--- config.mk ---
export PLATFORM = sky130hd
export DESIGN_NAME = serial_tx_flat
export DESIGN_NICKNAME = d
export VERILOG_FILES = /design/src/rtl/serial_tx_if.sv /design/src/rtl/serial_tx.sv /design/src/flat_wrapper.sv
export SDC_FILE = /design/constraint.sdc
export NUM_CORES = 1
export LEC_CHECK = 0
export CAP_MARGIN = 20
export CORE_UTILIZATION = 60
export DETAILED_ROUTE_END_ITERATION = 10
export GPL_TIMING_DRIVEN = 0
export PLACE_DENSITY = 0.91
export SLEW_MARGIN = 40
export SYNTH_ARGS = -nofsm -noshare
export SYNTH_HDL_FRONTEND = slang
export SYNTH_SLANG_ARGS = --single-unit
export TNS_END_PERCENT = 50
--- constraint.sdc ---
create_clock -name clk -period 3.8 [get_ports clk]
set_clock_uncertainty 0.1 [all_clocks]
set_input_delay 0.76 -clock clk [delete_from_list [all_inputs] [get_ports clk]]
set_output_delay 0.76 -clock clk [all_outputs]
set_load 0.1 [all_outputs]
--- src/rtl/serial_tx_if.sv ---
// Request/acknowledge handshake between the keyboard control FSM (master)
// and the serial transmitter (slave). s_data is valid and stable while s_req is high.
interface serial_tx_if;
  logic       s_req;
  logic [7:0] s_data;
  logic       s_ack;

  modport master (
    output s_req,
    output s_data,
    input  s_ack
  );

  modport slave (
    input  s_req,
    input  s_data,
    output s_ack
  );
endinterface

--- src/rtl/serial_tx.sv ---
// Serial (UART) transmitter behind a 4-phase req/ack handshake.
// One byte is latched per request and sent as start, 8 data bits LSB first,
// optional parity and 1 or 2 stop bits. s_ack rises only once the last stop
// bit has left the pin, so the handshake doubles as flow control.
module serial_tx #(
  parameter int unsigned CLKS_PER_BIT = 434,  // >= 2
  parameter int unsigned PARITY       = 0,    // 0 none, 1 odd, 2 even
  parameter int unsigned STOP_BITS    = 1     // 1 or 2
) (
  input  logic        clk,
  input  logic        rst_n,
  serial_tx_if.slave  s_bus,
  output logic        tx,
  output logic        busy
);

  localparam int unsigned     BaudW     = (CLKS_PER_BIT > 2) ? $clog2(CLKS_PER_BIT) : 1;
  localparam logic [BaudW-1:0] BaudLast = BaudW'(CLKS_PER_BIT - 1);
  localparam logic [2:0]      StopLast  = 3'(STOP_BITS - 1);
  localparam bit              HasParity = (PARITY != 0);
  localparam bit              OddParity = (PARITY == 1);

  typedef enum logic [2:0] {
    StIdle,
    StStart,
    StData,
    StPar,
    StStop,
    StAck
  } state_e;

  state_e            r_state, w_state_d;
  logic [BaudW-1:0]  r_baud,  w_baud_d;
  logic [2:0]        r_bit,   w_bit_d;
  logic [7:0]        r_shift, w_shift_d;
  logic              r_par,   w_par_d;
  logic              r_tx,    w_tx_d;
  logic              r_ack,   w_ack_d;
  logic              r_busy,  w_busy_d;
  logic              w_bit_end;
  logic              w_in_frame;

  assign w_bit_end  = (r_baud == BaudLast);
  assign w_in_frame = (r_state == StStart) || (r_state == StData) ||
                      (r_state == StPar)   || (r_state == StStop);

  // Next-state, bit timing and registered-output values
  always_comb begin
    w_state_d = r_state;
    w_baud_d  = r_baud;
    w_bit_d   = r_bit;
    w_shift_d = r_shift;
    w_par_d   = r_par;
    w_tx_d    = r_tx;
    w_ack_d   = r_ack;

    // Baud counter only runs while a frame is on the wire; it wraps to 0 at
    // every bit boundary, so it is already 0 when the frame ends.
    if (w_in_frame) begin
      w_baud_d = w_bit_end ? '0 : r_baud + 1'b1;
    end

    case (r_state)
      StIdle: begin
        w_tx_d  = 1'b1;
        w_ack_d = 1'b0;
        if (s_bus.s_req) begin
          w_shift_d = s_bus.s_data;
          w_par_d   = OddParity ? ~^s_bus.s_data : ^s_bus.s_data;
          w_baud_d  = '0;
          w_bit_d   = '0;
          w_tx_d    = 1'b0;
          w_state_d = StStart;
        end
      end

      StStart: begin
        if (w_bit_end) begin
          w_tx_d    = r_shift[0];
          w_state_d = StData;
        end
      end

      StData: begin
        if (w_bit_end) begin
          if (r_bit == 3'd7) begin
            w_bit_d = '0;
            if (HasParity) begin
              w_tx_d    = r_par;
              w_state_d = StPar;
            end else begin
              w_tx_d    = 1'b1;
              w_state_d = StStop;
            end
          end else begin
            w_bit_d   = r_bit + 3'd1;
            w_shift_d = r_shift >> 1;
            w_tx_d    = r_shift[1];
          end
        end
      end

      StPar: begin
        if (w_bit_end) begin
          w_tx_d    = 1'b1;
          w_state_d = StStop;
        end
      end

      StStop: begin
        w_tx_d = 1'b1;
        if (w_bit_end) begin
          if (r_bit == StopLast) begin
            w_bit_d   = '0;
            w_ack_d   = 1'b1;
            w_state_d = StAck;
          end else begin
            w_bit_d = r_bit + 3'd1;
          end
        end
      end

      StAck: begin
        // A request dropped mid-frame lands here with s_req already low,
        // which yields a single-cycle ack pulse.
        w_tx_d = 1'b1;
        if (!s_bus.s_req) begin
          w_ack_d   = 1'b0;
          w_state_d = StIdle;
        end
      end

      default: begin
        w_tx_d    = 1'b1;
        w_ack_d   = 1'b0;
        w_baud_d  = '0;
        w_bit_d   = '0;
        w_state_d = StIdle;
      end
    endcase

    w_busy_d = (w_state_d != StIdle);
  end

  // State and output registers; reset aborts any frame and releases the line high
  always_ff @(posedge clk or negedge rst_n) begin
    if (!rst_n) begin
      r_state <= StIdle;
      r_baud  <= '0;
      r_bit   <= '0;
      r_shift <= '0;
      r_par   <= 1'b0;
      r_tx    <= 1'b1;
      r_ack   <= 1'b0;
      r_busy  <= 1'b0;
    end else begin
      r_state <= w_state_d;
      r_baud  <= w_baud_d;
      r_bit   <= w_bit_d;
      r_shift <= w_shift_d;
      r_par   <= w_par_d;
      r_tx    <= w_tx_d;
      r_ack   <= w_ack_d;
      r_busy  <= w_busy_d;
    end
  end

  assign tx          = r_tx;
  assign busy        = r_busy;
  assign s_bus.s_ack = r_ack;

endmodule

--- src/flat_wrapper.sv ---
// flat-port wrapper written by rule: the top's interface ports become plain ports
module serial_tx_flat 
#(
  parameter int unsigned CLKS_PER_BIT = 434,         
  parameter int unsigned PARITY       = 0,                            
  parameter int unsigned STOP_BITS    = 1              
)
  (clk, rst_n, tx, busy, s_bus_s_req, s_bus_s_data, s_bus_s_ack);
  serial_tx_if s_bus_i ();
  input  logic clk;
  input  logic rst_n;
  output logic tx;
  output logic busy;
  input wire logic [$bits(s_bus_i.s_req)-1:0] s_bus_s_req;
  input wire logic [$bits(s_bus_i.s_data)-1:0] s_bus_s_data;
  output wire logic [$bits(s_bus_i.s_ack)-1:0] s_bus_s_ack;
  assign s_bus_i.s_req = s_bus_s_req;
  assign s_bus_i.s_data = s_bus_s_data;
  assign s_bus_s_ack = s_bus_i.s_ack;
  serial_tx #(.CLKS_PER_BIT(CLKS_PER_BIT), .PARITY(PARITY), .STOP_BITS(STOP_BITS)) u_core (.clk(clk), .rst_n(rst_n), .s_bus(s_bus_i), .tx(tx), .busy(busy));
endmodule
==> impl_metrics.py, run 1 <==
metrics = {
    "sta": {
        "report.final.slew_viol_count": 0,
        "rsz0062_at_grt": "false",
        "fin_setup_tns_ps": 0,
        "min_period_over_period": 0.586,
        "period_needed_ps": 2230,
        "setup_viol": 0,
        "tightest_slew_ps": 598,
        "hold_viol_final": 0,
        "worst_slack_ps": 1570,
        "max_freq_mhz": 449,
        "slew_headroom": 0.599,
    },
    "cells_and_area": {
        "area_growth_pct": 12.9,
        "antenna_cells": 0,
        "multi_input_area_um2": 831,
        "seq_area_um2": 652,
        "fin_nets": 183,
        "num-fill-cells": 190,
        "drive_above_1_share": 0.211,
    },
    "clock_network": {
        "clock_latency_ps": 330,
        "cts_inserted_buffers": 3,
        "htreeDepth": 1,
        "hold_buffers": 0,
        "cts-resized-gates": 0,
        "cts_max_path_buffers": 2,
        "clock-root-buffer": "clkbuf_4",
        "post-cts-setup-buffer-count": 0,
        "clk_pin_slew_ps": 140,
        "tritoncts": "yes",
        "cts_sinks": 26,
    },
    "synthesis": {
        "synth.avg_cell_area_um2": 10.4,
        "netlist_area_um2": 1550,
        "synth_nets": 165,
        "netlist_top_cells_area": "dfrtp_1 (40%), mux2_2 (12%), ha_1 (4.0%)",
        "synth_edf_count": 0,
        "synth.most_common_cell": "dfrtp_1",
        "synth_cell_types": 44,
        "ys_ff_latch": 26,
        "ys_top_cells_by_count": "dfrtp_1 (25), mux2_2 (17), nor2_1 (11), a21oi_1 (8), nor2b_1 (8)",
        "synth_top_flop_cell": "dfrtp_1",
        "synth_top_area_share": 0.405,
        "yosysTopAreaCell": "dfrtp_1",
        "async_flop_share": 1.00,
        "yosysWarnings": 0,
        "yosysSeqAreaShare": 0.422,
        "synth_cells": 149,
    },
    "floorplanning": {
        "rows": 18,
        "die_area_um2": 2780,
        "start_util": 0.630,
        "die_w_um": 52.8,
        "ioPinCount": 14,
        "core_um2": 2450,
        "fp.dieH_um": 52.8,
    },
    "route": {
        "ant_nets": 0,
        "drt_iter0_markers": 44,
        "firstDrtPassIters": 4,
        "post-route-drc-count": 0,
        "via_per_inst": 6.03,
        "num_vias": 1181,
        "routedWlPerCell_um": 15.6,
        "wl_um": 3050,
    },
    "worst_setup_path": {
        "crit_arrival_ps": 2350,
        "endpoint_kind": "flop",
        "required_ps": 3920,
        "start_kind": "input pin",
        "critPathKind": "in -> reg",
        "rr_worst_depth": 7,
        "r2r_end": "u_core.r_shift[0]$_DFFE_PN0P_",
        "reg2reg_from": "u_core.r_baud[1]$_DFF_PN0_",
        "rrSetupSlack_ps": 1600,
        "crit_fanout": 4,
    },
    "status": {
        "status": "finished clean",
    },
    "power": {
        "power_density_nw_per_um2": 285,
        "leakage_nw": 0.714,
        "vdd_drop_max_mv": 0.290,
    },
    "global_route": {
        "grt-ovfl-total": 0,
        "grt_use_total": 0.245,
        "grt_max_degree": 27,
        "grt_pass1_wl_um": 4880,
        "antenna_found_initial": 0,
        "first_global_vias": 1124,
    },
    "placement": {
        "place.gp.congestion": 0.889,
        "io_buffers": 13,
        "place_ws_ps": 1250,
        "hpwl_um": 2320,
    },
    "job": {
        "maxCapViolCount": 0,
    },
    "hold_path": {
        "hold_class": "in -> async",
    },
}
-- kinds of logic after synthesis --
| kind of cell | Yosys count | share of synthesized area |
|---|---|---|
| XOR/XNOR | 7 | 0.0396 |
| AO/OA/AOI/OAI | 26 | 0.117 |
| buffers and inverters | 14 | 0.0413 |
| flip-flops | 26 | 0.422 |
| multiplexers | 17 | 0.124 |
| AND/OR/NAND/NOR | 54 | 0.216 |
| adder cells (fa/ha/maj) | 5 | 0.0405 |
-- stage by stage --
step / hold slack [ps] / utilization / power, mW / instances / area (um^2)
6_report: 294 / 0.712 / 0.498 / 196 / 1750
5_1_grt: 333 / 0.712 / 0.513 / 196 / 1750
4_1_cts: 312 / 0.712 / 0.501 / 196 / 1750
3_5_place_dp: 396 / 0.690 / 0.315 / 192 / 1690
3_3_place_gp: 385 / 0.698 / 0.313 / 192 / 1710
2_1_floorplan: 364 / - / 0.297 / 149 / 1550
-- layout make-up --
class / count / area share
clock buffers: 3 / 0.0129
well taps: 30 / 0.0215
multi-input cells: 109 / 0.476
flip-flops and latches: 26 / 0.373
plain buffers: 8 / 0.0236
clock inverters: 1 / 0.0172
repair buffers: 13 / 0.0630
inverters: 6 / 0.0129
-- per-layer routing --
layer  up-vias  wire [um]  global-route usage  share of wire
li1        571          -                   -              -
met1       567       1310               0.282           0.43
met2        34       1550               0.439           0.51
met3         9        124              0.0435          0.041
met4         0         64               0.105          0.021
met5         -          0                   0              0
-- power breakdown --
part	internal, mW	switching [mW]	total [mW]
Clock	0.107	0.0819	0.189
Sequential	0.281	0.00232	0.283
Combinational	0.0153	0.0103	0.0256
-- registers in the layout, indices dropped and copies added (netlist names) --
register,flops
u_core.r_baud,9
u_core.r_shift,8
u_core.r_bit,3
u_core.r_state,3
u_core.busy,1
u_core.s_bus.s_ack,1
u_core.tx,1
-- placed cells by master, fill, tap and decap left out, drive strengths merged, types with 2 or more instances in the layout --
master and count:
inv 6, xnor2 3, clkdlybuf4s50 9, nor4bb 2, a31oi 3, nor2 11
buf 9, nor2b 8, o21ai 4, nand2b 4, nor3 3, nand4 4
ha 5, a21oi 8, nand2 6, a211oi 3, mux2 17, dfrtp 25
xor2 4, and2 3, clkbuf 6, nand3 3
-- worst max-delay path, cell delays in order --
cell	delay, ps
clkdlybuf4s50_1	540
nor4b_1	420
a21oi_1	120
nand2_1	160
mux2_2	350
-- how the worst max path moves through the flow --
stage / from / endpoint / slack (ps) / depth (start not counted)
floorplan: u_core.r_baud[1]$_DFF_PN0_ / u_core.r_shift[0]$_DFFE_PN0P_ / 1820 / 7
global placement: u_core.tx$_DFFE_PN1P_ / tx / 1310 / 1
detailed placement: s_bus_s_req / u_core.r_shift[0]$_DFFE_PN0P_ / 1250 / 4
CTS: u_core.r_baud[1]$_DFF_PN0_ / u_core.r_shift[0]$_DFFE_PN0P_ / 1590 / 7
global route: s_bus_s_req / u_core.r_baud[3]$_DFF_PN0_ / 1520 / 5
finish: s_bus_s_req / u_core.r_bit[1]$_DFFE_PN0P_ / 1570 / 5
(Power assumes the default switching activity.)
==> run 2, diff against run 1 <==
Settings changed: CORE_UTILIZATION 60 to 56, PLACE_DENSITY 0.91 to 0.86.
Clock period 3.8 ns to 2.1 ns, I/O delays scaled along.
==> run 2 against run 1 <==
Sequential share of layout area shrank 1.1 points; critical path depth grew 2; combinational power grew 94%; clock power grew 31%; non-clock buffer count grew 6; flip-flop and latch count is the same; global-route usage shrank 0.32 points.
==> impl_metrics.py, run 2 (synthesized netlist as in run 1, its figures left out) <==
metrics = {
    "sta": {
        "report.final.slew_viol_count": 0,
        "period_needed_ps": 2090,
        "min_period_over_period": 0.998,
        "setup_viol": 0,
        "tightest_slew_ps": 577,
        "rsz0062_at_grt": "true",
        "slew_headroom": 0.616,
        "whs_ps": 423,
        "hold_viol_final": 0,
        "max_freq_mhz": 477,
    },
    "cells_and_area": {
        "layout_common_cells": "dfrtp_1 (25), mux2_2 (14), nor2_1 (11), clkdlybuf4s50_1 (9)",
        "fin_nets": 189,
        "seq_area_um2": 652,
        "num-fill-cells": 186,
        "final_common_cell": "dfrtp_1",
        "stdcell_count": 202,
        "largest_reg_flops": 9,
        "largest_registers": "u_core.r_baud (9), u_core.r_shift (8)",
        "antenna_cells": 0,
        "area_growth_pct": 16.4,
        "drive_above_1_share": 0.238,
        "largest-register": "u_core.r_baud",
        "multi_input_area_um2": 846,
    },
    "power": {
        "share_seq_of_total_power": 0.634,
        "vdd_drop_max_mv": 0.373,
        "p_int_mw": 0.645,
        "leakage_nw": 0.750,
        "p_comb_frac": 0.061,
        "p_sw_mw": 0.164,
        "clkPwrFrac": 0.305,
        "swShare": 0.203,
        "power_density_nw_per_um2": 450,
    },
    "worst_setup_path": {
        "critPathBufInv": 2,
        "cpPeakStageDelay_ps": 450,
        "path_delay_family": "flip-flops",
        "crit_fanout": 7,
        "crit_chain": "ha_1 -> and4b_1 -> buf_6 -> nand4_4 -> a211oi_4 -> buf_6 -> mux2_2",
        "critPathKind": "reg -> reg",
        "critPathLaunch": "u_core.r_baud[0]$_DFF_PN0_",
        "reg2reg_from": "u_core.r_baud[0]$_DFF_PN0_",
        "start_kind": "flop",
        "cp_common_cell": "buf_6",
        "rr_worst_depth": 7,
        "cp_slowest_cell": "dfrtp_1",
        "required_ps": 2220,
        "path_depth": 7,
        "endpoint_kind": "flop",
        "crit_arrival_ps": 2210,
    },
    "route": {
        "post-route-drc-count": 0,
        "routedWlPerCell_um": 15.5,
        "num_vias": 1184,
        "via_per_inst": 5.86,
        "ant_nets": 0,
        "firstDrtPassIters": 4,
        "wl_um": 3130,
        "drt_iter0_markers": 25,
    },
    "global_route": {
        "first_global_vias": 1171,
        "antenna_found_initial": 0,
        "grt_max_degree": 27,
        "grt_pass1_wl_um": 5030,
        "grt-ovfl-total": 0,
        "grt_use_total": 0.242,
    },
    "clock_network": {
        "cts_inserted_buffers": 3,
        "clk_pin_slew_ps": 140,
        "clock-root-buffer": "clkbuf_4",
        "tritoncts": "yes",
        "cts_sinks": 26,
        "htreeDepth": 1,
        "cts_max_path_buffers": 2,
        "clock_latency_ps": 310,
    },
    "status": {
        "status": "finished clean",
    },
    "placement": {
        "place.gp.congestion": 0.881,
        "dp.cells": 192,
        "io_buffers": 13,
        "hpwl_um": 2190,
    },
    "hold_path": {
        "hp-start": "u_core.r_shift[4]$_DFFE_PN0P_",
        "hold_class": "reg -> reg",
        "hold_depth": 1,
    },
    "floorplanning": {
        "rows": 18,
        "fp.dieH_um": 54.6,
        "die_w_um": 54.6,
        "core_um2": 2540,
        "ioPinCount": 14,
        "start_util": 0.608,
        "die_area_um2": 2980,
    },
    "job": {
        "maxCapViolCount": 0,
    },
}
==> run 2: cell types whose count changed in the layout (fill, tap and decap cells not counted) <==
cell / previous run / this run
o21ai_1: 2 / 1
buf_4: 2 / 5
o21ai_2: 0 / 1
dlygate4sd3_1: 0 / 1
mux2_2: 17 / 14
mux2_4: 0 / 3
bufinv_16: 1 / 0
buf_6: 0 / 2
clkbuf_8: 0 / 1
==> run 2: area by class of cell <==
| type | count | share of cell area |
|---|---|---|
| clock buffer | 4 | 0.0202 |
| inverter | 6 | 0.0125 |
| multi-input combinational | 109 | 0.470 |
| sequential | 26 | 0.362 |
| buffer | 8 | 0.0250 |
| timing repair buffer | 19 | 0.0896 |
| tap | 30 | 0.0208 |
==> run 2: worst paths after layout <==
path	end	slack (ps)
worst min-delay path	u_core.r_shift[4]$_DFFE_PN0P_	420
worst max register to register	u_core.r_shift[2]$_DFFE_PN0P_	5
worst max-delay path	u_core.r_shift[2]$_DFFE_PN0P_	5
min in group asynchronous	u_core.r_shift[0]$_DFFE_PN0P_	520
worst min register to register	u_core.r_shift[4]$_DFFE_PN0P_	420
max in group asynchronous	u_core.r_bit[0]$_DFFE_PN0P_	1000
==> run 2: per-layer routing <==
layer | wire [um] | global-route usage | vias to the layer above
met5 | 0 | 0 | -
met4 | 13 | 0.0855 | 0
met3 | 49 | 0.0250 | 2
met2 | 1650 | 0.447 | 11
met1 | 1420 | 0.287 | 589
li1 | - | - | 582
==> run 2: power groups by stage <==
| stage | combinational (mW) | sequential, mW | clock, mW |
|---|---|---|---|
| after floorplan | 0.0165 | 0.521 | 0 |
| after global placement | 0.0454 | 0.521 | 0 |
| after detailed placement | 0.0467 | 0.522 | 0 |
| after CTS | 0.0483 | 0.513 | 0.258 |
| after global routing | 0.0551 | 0.514 | 0.271 |
| final | 0.0496 | 0.513 | 0.247 |
==> run 2: what timing repair did <==
item                                   CTS  global route
hold buffers                             1             0
endpoints found under the hold margin   25             0
pin swaps                                1             1
setup endpoints to repair                8            16
setup buffers                            3             2
resized for setup                        0             6
==> run 2: stage by stage <==
step,setup slack (ps),util,total power [mW],TNS [ps],area (um^2)
global placement,-48.7,0.674,0.567,-199,1710
detailed placement,-104,0.666,0.569,-1190,1690
finish,5.17,0.707,0.809,0,1800
CTS,17.9,0.693,0.820,0,1760
global route,-60.5,0.707,0.840,-373,1800
floorplan,117,-,0.537,0,1550
==> run 3, diff against run 2 <==
Settings changed: CORE_UTILIZATION 56 to 25, PLACE_DENSITY 0.86 to 0.49.
==> run 3 against run 2 <==
Fmax is 2.5% higher; final area rose by 7.6%; critical path type unchanged; power up 21%.
==> impl_metrics.py, run 3 (synthesized netlist as in run 1, its figures left out) <==
metrics = {
    "status": {
        "status": "finished clean",
    },
    "job": {
        "maxCapViolCount": 0,
    },
    "placement": {
        "place.gp.congestion": 0.769,
        "dp.cells": 237,
        "hpwl_um": 2210,
        "io_buffers": 13,
        "place_ws_ps": -109,
        "placed_area_um2": 1750,
    },
    "worst_setup_path": {
        "required_ps": 2160,
        "endpoint_kind": "flop",
        "start_kind": "flop",
        "crit_fanout": 8,
        "crit_arrival_ps": 2110,
        "critPathKind": "reg -> reg",
    },
    "clock_network": {
        "clock_latency_ps": 270,
        "cts_inserted_buffers": 3,
        "clock-root-buffer": "clkbuf_8",
        "cts_sinks": 26,
        "tritoncts": "yes",
        "clk_pin_slew_ps": 90,
        "cts_max_path_buffers": 2,
        "hold_buffers": 0,
        "htreeDepth": 1,
    },
    "power": {
        "vdd_drop_max_mv": 0.301,
        "leakage_nw": 0.789,
        "power_density_nw_per_um2": 504,
        "power_mw": 0.976,
    },
    "floorplanning": {
        "start_util": 0.260,
        "die_area_um2": 6500,
        "rows": 28,
        "die_w_um": 80.7,
        "ioPinCount": 14,
        "fp.dieH_um": 80.7,
        "core_um2": 5960,
    },
    "cells_and_area": {
        "final_common_cell": "dfrtp_1",
        "largest-register": "u_core.r_baud",
        "final_cell_area_um2": 1940,
        "fin_nets": 190,
        "area_growth_pct": 25.3,
        "post-route-util": 0.325,
        "drive_above_1_share": 0.272,
        "largest_reg_flops": 9,
        "stdcell_count": 248,
        "antenna_cells": 0,
        "num-fill-cells": 633,
        "largest_registers": "u_core.r_baud (9), u_core.r_shift (8)",
        "layout_common_cells": "dfrtp_1 (24), nor2_1 (11), mux2_2 (9), clkdlybuf4s50_1 (9)",
    },
    "route": {
        "firstDrtPassIters": 4,
        "routedWlPerCell_um": 13.2,
        "post-route-drc-count": 0,
        "num_vias": 1157,
        "drt_iter0_markers": 36,
        "via_per_inst": 4.67,
        "wl_um": 3260,
        "ant_nets": 0,
    },
    "sta": {
        "fin_setup_tns_ps": 0,
        "slew_headroom": 0.610,
        "hold_viol_final": 0,
        "period_needed_ps": 2040,
        "worst_slack_ps": 56.9,
        "tightest_slew_ps": 585,
        "report.final.slew_viol_count": 0,
        "setup_viol": 0,
        "rsz0062_at_grt": "true",
        "max_freq_mhz": 489,
        "whs_ps": 36.8,
        "min_period_over_period": 0.973,
    },
    "global_route": {
        "grt_pass1_wl_um": 5350,
        "first_global_vias": 1117,
        "grt-ovfl-total": 0,
        "grt_use_total": 0.105,
        "grt_max_degree": 27,
        "antenna_found_initial": 0,
    },
    "hold_path": {
        "hold_class": "in -> async",
    },
}
[run 3: cell types whose count changed in the layout (fill, tap and decap cells not counted), sizes merged]
| cell | before | now |
|---|---|---|
| buf | 14 | 16 |
| bufinv | 0 | 1 |
| clkbuf | 7 | 6 |
| dlygate4sd3 | 1 | 0 |
[run 3: path summary, 6_finish.rpt]
path                       slack [ps]  depth (start not counted)                             to                           from
setup / recovery                   60                          8  u_core.r_shift[0]$_DFFE_PN0P_     u_core.r_baud[1]$_DFF_PN0_
hold / removal                     40                          1    u_core.r_state[0]$_DFF_PN0_                          rst_n
setup reg to reg                   60                          8  u_core.r_shift[0]$_DFFE_PN0P_     u_core.r_baud[1]$_DFF_PN0_
hold reg to reg                   420                          1  u_core.r_shift[3]$_DFFE_PN0P_  u_core.r_shift[3]$_DFFE_PN0P_
max in group asynchronous        1430                          1     u_core.r_baud[0]$_DFF_PN0_                          rst_n
min in group clk                  420                          1  u_core.r_shift[3]$_DFFE_PN0P_  u_core.r_shift[3]$_DFFE_PN0P_
[run 3: worst max-delay path: stages (launching register included)]
cell	delay (ps)
dfrtp_1	410
inv_1	70
ha_2	160
and4b_1	210
buf_6	130
nand4_4	100
a211oi_4	290
buf_12	170
mux2_4	300
[run 3: area by class of cell]
cell class              count  area [um^2]  area share
clock inverters             1         30.0      0.0155
plain buffers               8         45.0      0.0232
flip-flops and latches     26          653       0.337
repair buffers             20          175      0.0904
well taps                  75         93.8      0.0484
multi-input cells         109          877       0.453
inverters                   6         22.5      0.0116
clock buffers               3         41.3      0.0213
[run 3: timing repair]
| item | in CTS | in global routing |
|---|---|---|
| gates resized for setup | 0 | 14 |
| setup endpoints to repair | 8 | 19 |
| pin swaps | 1 | 1 |
| buffers inserted | 1 | 6 |
[run 3: per-layer routing]
metal | wire length (um) | track usage
met5 | 0 | 0
met4 | 24 | 0.0214
met3 | 97 | 0.0239
met2 | 1460 | 0.167
met1 | 1680 | 0.145
[run 3: power breakdown]
group | total [mW] | switching (mW) | leakage, nW | internal [mW]
sequential | 0.512 | 0.00428 | 0.311 | 0.508
clock | 0.413 | 0.158 | 0.0357 | 0.255
combinational | 0.0513 | 0.0191 | 0.443 | 0.0322
total | 0.976 | 0.181 | 0.789 | 0.795
